File: config.mk
export PLATFORM = sky130hd
export DESIGN_NAME = bus_xfer_ctrl
export DESIGN_NICKNAME = d
export VERILOG_FILES = /design/src/rtl/bus_xfer_ctrl.sv
export SDC_FILE = /design/constraint.sdc
export NUM_CORES = 1
export LEC_CHECK = 0
export BUFFER_PORTS_ARGS = -buffer_cell sky130_fd_sc_hd__buf_2
export CAP_MARGIN = 25
export CORE_UTILIZATION = 53
export DETAILED_ROUTE_END_ITERATION = 12
export PLACE_DENSITY = 0.83
export SETUP_SLACK_MARGIN = 0.5
export SLEW_MARGIN = 25
export SYNTH_ARGS = -nofsm -noshare
export SYNTH_HDL_FRONTEND = slang
export SYNTH_SLANG_ARGS = --single-unit
File: constraint.sdc
create_clock -name clk -period 3.6 [get_ports clk]
set_input_delay 0.72 -clock clk [delete_from_list [all_inputs] [get_ports clk]]
set_output_delay 0.72 -clock clk [all_outputs]
set_load 0.01 [all_outputs]
File: src/rtl/bus_xfer_ctrl.sv
// rtl/bus_xfer_ctrl.sv - direction/enable sequencer for single-byte transfers through a bus transceiver
module bus_xfer_ctrl #(
    parameter int TURN_CYCLES   = 2,
    parameter int SETTLE_CYCLES = 2
) (
    input  logic       clk,
    input  logic       _reset,
    input  logic       req,
    input  logic       wr,
    input  logic [7:0] wdata,
    input  logic [7:0] a_in,
    output logic [7:0] a_drive,
    output logic       a_drive_en,
    output logic       dir,
    output logic       _oe,
    output logic       busy,
    output logic       ack,
    output logic [7:0] rdata
);

    typedef enum logic [2:0] {
        IDLE    = 3'd0,
        TURN    = 3'd1,
        SETTLE  = 3'd2,
        DONE    = 3'd3,
        RELEASE = 3'd4
    } xferState_t;

    // The counter is loaded with (cycles - 1) and a phase ends on the cycle it reads zero.
    localparam logic [7:0] TurnLoad   = 8'(TURN_CYCLES - 1);
    localparam logic [7:0] SettleLoad = 8'(SETTLE_CYCLES - 1);

    xferState_t state;
    xferState_t nextState;
    logic [7:0] cycleCnt;
    logic       dirReg;        // latched wr; doubles as the transceiver direction
    logic [7:0] latchedWdata;
    logic [7:0] rdataReg;

    logic accept;
    logic dirChange;
    logic cntZero;
    logic enterDone;

    assign accept    = (state == IDLE) && req;
    // Compared against the direction currently driven, so reset (dir=0) counts as the prior direction.
    assign dirChange = (wr != dirReg);
    assign cntZero   = (cycleCnt == 8'd0);
    assign enterDone = (state == SETTLE) && cntZero;

    // State register.
    always_ff @(posedge clk or negedge _reset) begin
        if (!_reset) begin
            state <= IDLE;
        end else begin
            state <= nextState;
        end
    end

    // Next-state: IDLE -> TURN -> SETTLE -> DONE -> RELEASE -> IDLE, req only looked at in IDLE.
    always_comb begin
        nextState = state;
        case (state)
            IDLE:    if (req)     nextState = TURN;
            TURN:    if (cntZero) nextState = SETTLE;
            SETTLE:  if (cntZero) nextState = DONE;
            DONE:                 nextState = RELEASE;
            RELEASE:              nextState = IDLE;
            default:              nextState = IDLE;
        endcase
    end

    // Phase counter: long turnaround only when the direction actually flips.
    always_ff @(posedge clk or negedge _reset) begin
        if (!_reset) begin
            cycleCnt <= 8'd0;
        end else begin
            case (state)
                IDLE:    cycleCnt <= (req && dirChange) ? TurnLoad : 8'd0;
                TURN:    cycleCnt <= cntZero ? SettleLoad : cycleCnt - 8'd1;
                SETTLE:  cycleCnt <= cntZero ? 8'd0 : cycleCnt - 8'd1;
                default: cycleCnt <= 8'd0;
            endcase
        end
    end

    // Capture the request at acceptance; later wr/wdata changes cannot reach the transfer.
    // dir only moves here, in IDLE, where _oe is 1 now and stays 1 through TURN.
    always_ff @(posedge clk or negedge _reset) begin
        if (!_reset) begin
            dirReg       <= 1'b0;
            latchedWdata <= 8'd0;
        end else if (accept) begin
            dirReg       <= wr;
            latchedWdata <= wdata;
        end
    end

    // Read data is taken from the A side on the edge that enters DONE.
    always_ff @(posedge clk or negedge _reset) begin
        if (!_reset) begin
            rdataReg <= 8'd0;
        end else if (enterDone && !dirReg) begin
            rdataReg <= a_in;
        end
    end

    // Outputs per state; the A-side driver follows dir, so it can never be on while dir=0.
    always_comb begin
        _oe        = 1'b1;
        busy       = 1'b0;
        ack        = 1'b0;
        a_drive_en = 1'b0;
        case (state)
            TURN: begin
                busy       = 1'b1;
                a_drive_en = dirReg;
            end
            SETTLE: begin
                busy       = 1'b1;
                _oe        = 1'b0;
                a_drive_en = dirReg;
            end
            DONE: begin
                busy       = 1'b1;
                _oe        = 1'b0;
                ack        = 1'b1;
                a_drive_en = dirReg;
            end
            RELEASE: begin
                busy       = 1'b1;
                a_drive_en = dirReg;
            end
            default: begin
                busy = 1'b0;
            end
        endcase
    end

    assign dir     = dirReg;
    assign a_drive = latchedWdata;
    assign rdata   = rdataReg;

endmodule

==> flow_summary_export.csv <==
group,metric,value,unit
cts,cts_sinks,28,
timing,period_share,63.6,%
setup_path,cp_top_family,"simple AND/OR/NAND/NOR gates",
setup_path,arrival,2500,ps
logic_synthesis,synth_area,0.00127,mm²
cts,cts_tree,"built",
setup_path,start_kind,"flop",
power,total_power,1410,µW
global_routing,overflow,0,
timing,rsz0062_at_grt,"no",
timing,fin_setup_tns,0,ps
cts,cts_setup_buffers,0,
routing,drt_first_pass_iters,4,
routing,drc_errors,0,
timing,finalHoldViolCount,0,
setup_path,critPathMaxStageDelay,500,ps
final_layout,area_growth,22.5,%
setup_path,crit_chain,"inv_1, ha_1, nor3b_1, nand3_1, mux2_2",
routing,num_vias,950,
final_layout,postLayoutCellArea,0.00156,mm²
floorplanning,core_region_area,0.00223,mm²
placement,place.gp.congestion,0.861,
timing,skew,9.18,ps
setup_path,worst-setup-path-type,"flop to flop",
cts,clock_latency,320,ps
logic_synthesis,syn-num-nets,127,
setup_path,crit_required,3810,ps
global_routing,grt_max_degree,29,
floorplanning,dieArea,0.00261,mm²
floorplanning,rows,17,
routing,vias_per_cell,5.49,
global_routing,antenna_found_initial,0,
floorplanning,fp.dieH,51.0,µm
timing,worst_pin_slew,677,ps
setup_path,worst_path_max_delay_cell,"nor3b_1",
floorplanning,die_x,51.0,µm
routing,wl,2580,µm
power,leakagePower,0.000733,µW
timing,setup_viol,0,
logic_synthesis,ys_seq_elements,28,
floorplanning,start_util,57.1,%
final_layout,drive_above_1_share,44.8,%
cts,ctsRootBufferMaster,"clkbuf_4",
run_status,status,"completed",
logic_synthesis,syn_inst,105,
cts,ctsResizeCount,0,
setup_path,critPathBufInv,1,
final_layout,finalNetCount,168,
routing,wl_per_cell,14.9,µm
setup_path,r2r.worst_path.cells,5,
placement,port_buffers,40,
setup_path,critPathMaxFanout,8,
setup_path,r2r_slack,1310,ps
timing,finalMaxSlewViolations,0,
logic_synthesis,yosys_warnings,0,
run,cap_violations,0,
routing,detail-route-antenna-nets,0,
placement,placed_area,0.00150,mm²
cts,ctsHoldBuffers,0,
timing,layout_min_cycle_time,2290,ps
global_routing,grt_use_total,21.7,%
logic_synthesis,ys_types,30,
logic_synthesis,avgSynthCellArea,12.1,µm²
cts,clkTransAtPathRegs,150,ps
floorplanning,ios,41,
setup_path,r2r_end,"rdata[6]$_DFFE_PN0P_",
final_layout,diodes,0,
power,powerDensity,903,mW/mm²
min_path,hold_class,"input port to asynchronous set/reset pin",
global_routing,grt_pass1_vias,913,
logic_synthesis,ys_seq_area_share,55.0,%
placement,hpwl,1950,µm
setup_path,cp-end-kind,"flop",
cts,cts_buffers,3,
global_routing,grt_first_pass_wirelength,4090,µm
power,max-vdd-ir-drop,0.579,mV
timing,fmax,0.437,GHz
timing,slew_headroom,54.7,%
cts,cts_max_level,1,
routing,drt_first_iter_violations,9,
setup_path,timing.rr.start,"cycleCnt[0]$_DFF_PN0_",
cts,cts_buffer_depth,2,
-- cell usage in the layout (no fill, tap or decap), drive strengths merged --
cell     instances
nand4b           1
nand2b           1
or3b             1
a32oi            1
o21ai            3
nand2            4
inv              4
or4              4
clkbuf           3
dfrtp           28
nor2             4
a2111oi          1
o41ai            1
ha               2
and3             3
o211ai           1
nor4b            3
mux2            17
nor2b            1
bufinv           1
xnor2            2
buf             40
and2             1
o31ai            2
xor2             2
nor3b            2
nor3             2
nor4             1
a21oi            7
nand3            2
-- cell families after synthesis --
logic type               count (synthesis)  synth area share [%]
AO/OA/AOI/OAI                           16                  7.75
flip-flops                              28                  55.0
XOR/XNOR                                 4                  2.75
adder cells (fa/ha/maj)                  2                  1.96
AND/OR/NAND/NOR                         30                  15.1
buffers and inverters                    8                  2.45
multiplexers                            17                  15.0
-- stage by stage --
| step | hold WS [ps] | utilization (%) | instances | worst slack (ps) |
|---|---|---|---|---|
| after CTS | 396 | 69.5 | 173 | 1370 |
| after floorplan | 424 | - | 105 | 1730 |
| final | 377 | 69.9 | 173 | 1310 |
| after global routing | 410 | 69.9 | 173 | 1220 |
| after global placement | 483 | 67.2 | 169 | 1460 |
| after detailed placement | 492 | 67.2 | 169 | 1380 |
-- cell usage after synthesis --
| library cell | n | area share [%] |
|---|---|---|
| or4_4 | 1 | 0.88 |
| o21ai_0 | 3 | 1.2 |
| inv_1 | 4 | 1.2 |
| buf_2 | 1 | 0.39 |
| nor2b_1 | 1 | 0.49 |
| a21oi_1 | 7 | 2.7 |
| and3_1 | 3 | 1.5 |
| xnor2_1 | 2 | 1.4 |
| or4_1 | 3 | 1.8 |
| xor2_1 | 2 | 1.4 |
| nand3_1 | 2 | 0.79 |
| o41ai_1 | 1 | 0.69 |
| or3b_2 | 1 | 0.69 |
| nand2b_1 | 1 | 0.49 |
| ha_1 | 2 | 2.0 |
| clkbuf_1 | 3 | 0.88 |
| a32oi_1 | 1 | 0.69 |
| nor2_1 | 4 | 1.2 |
| dfrtp_1 | 28 | 55 |
| o211ai_1 | 1 | 0.59 |
| nand4b_1 | 1 | 0.69 |
| nor3_1 | 2 | 0.79 |
| a2111oi_0 | 1 | 0.69 |
| mux2_2 | 17 | 15 |
| nor3b_1 | 2 | 1.2 |
| nor4b_1 | 3 | 2.1 |
| nand2_1 | 4 | 1.2 |
| o31ai_1 | 2 | 1.2 |
| and2_1 | 1 | 0.49 |
| nor4_2 | 1 | 0.98 |
-- routing by layer --
layer / up-vias / GRT usage [%] / routed length (µm)
met2: 36 / 38.6 / 1350
li1: 465 / - / -
met5: - / 0 / 0
met1: 449 / 27.9 / 1090
met3: 0 / 4.17 / 132
met4: 0 / 2.78 / 0
-- worst max path at each step --
| stage | start | depth (start not counted) | slack (ps) | endpoint |
|---|---|---|---|---|
| 2_1_floorplan | state[1]$_DFFE_PN0P_ | 4 | 1730 | a_drive_en |
| 3_3_place_gp | req | 3 | 1460 | a_drive[1]$_DFFE_PN0P_ |
| 3_5_place_dp | req | 3 | 1380 | a_drive[6]$_DFFE_PN0P_ |
| 4_1_cts | cycleCnt[0]$_DFF_PN0_ | 5 | 1370 | rdata[6]$_DFFE_PN0P_ |
| 5_1_grt | cycleCnt[0]$_DFF_PN0_ | 5 | 1220 | rdata[6]$_DFFE_PN0P_ |
| 6_report | cycleCnt[0]$_DFF_PN0_ | 5 | 1310 | rdata[6]$_DFFE_PN0P_ |
-- registers in the layout (all words and copies together), names as in the netlist --
name / cells
dir: 1
cycleCnt: 8
state: 3
a_drive: 8
rdata: 8
-- final cells by class --
| type | count | area (µm²) |
|---|---|---|
| fillers | 173 | 672 |
| flip-flops and latches | 28 | 701 |
| clock inverters | 1 | 30.0 |
| multi-input cells | 69 | 558 |
| repair buffers | 40 | 200 |
| inverters | 4 | 15.0 |
| clock buffers | 3 | 22.5 |
| well taps | 28 | 35.0 |
-- where the power goes --
group / internal [µW] / switching (µW)
clock network: 112 / 86.1
registers: 455 / 133
logic: 313 / 310
No activity file was read; power rests on OpenSTA's default activity.
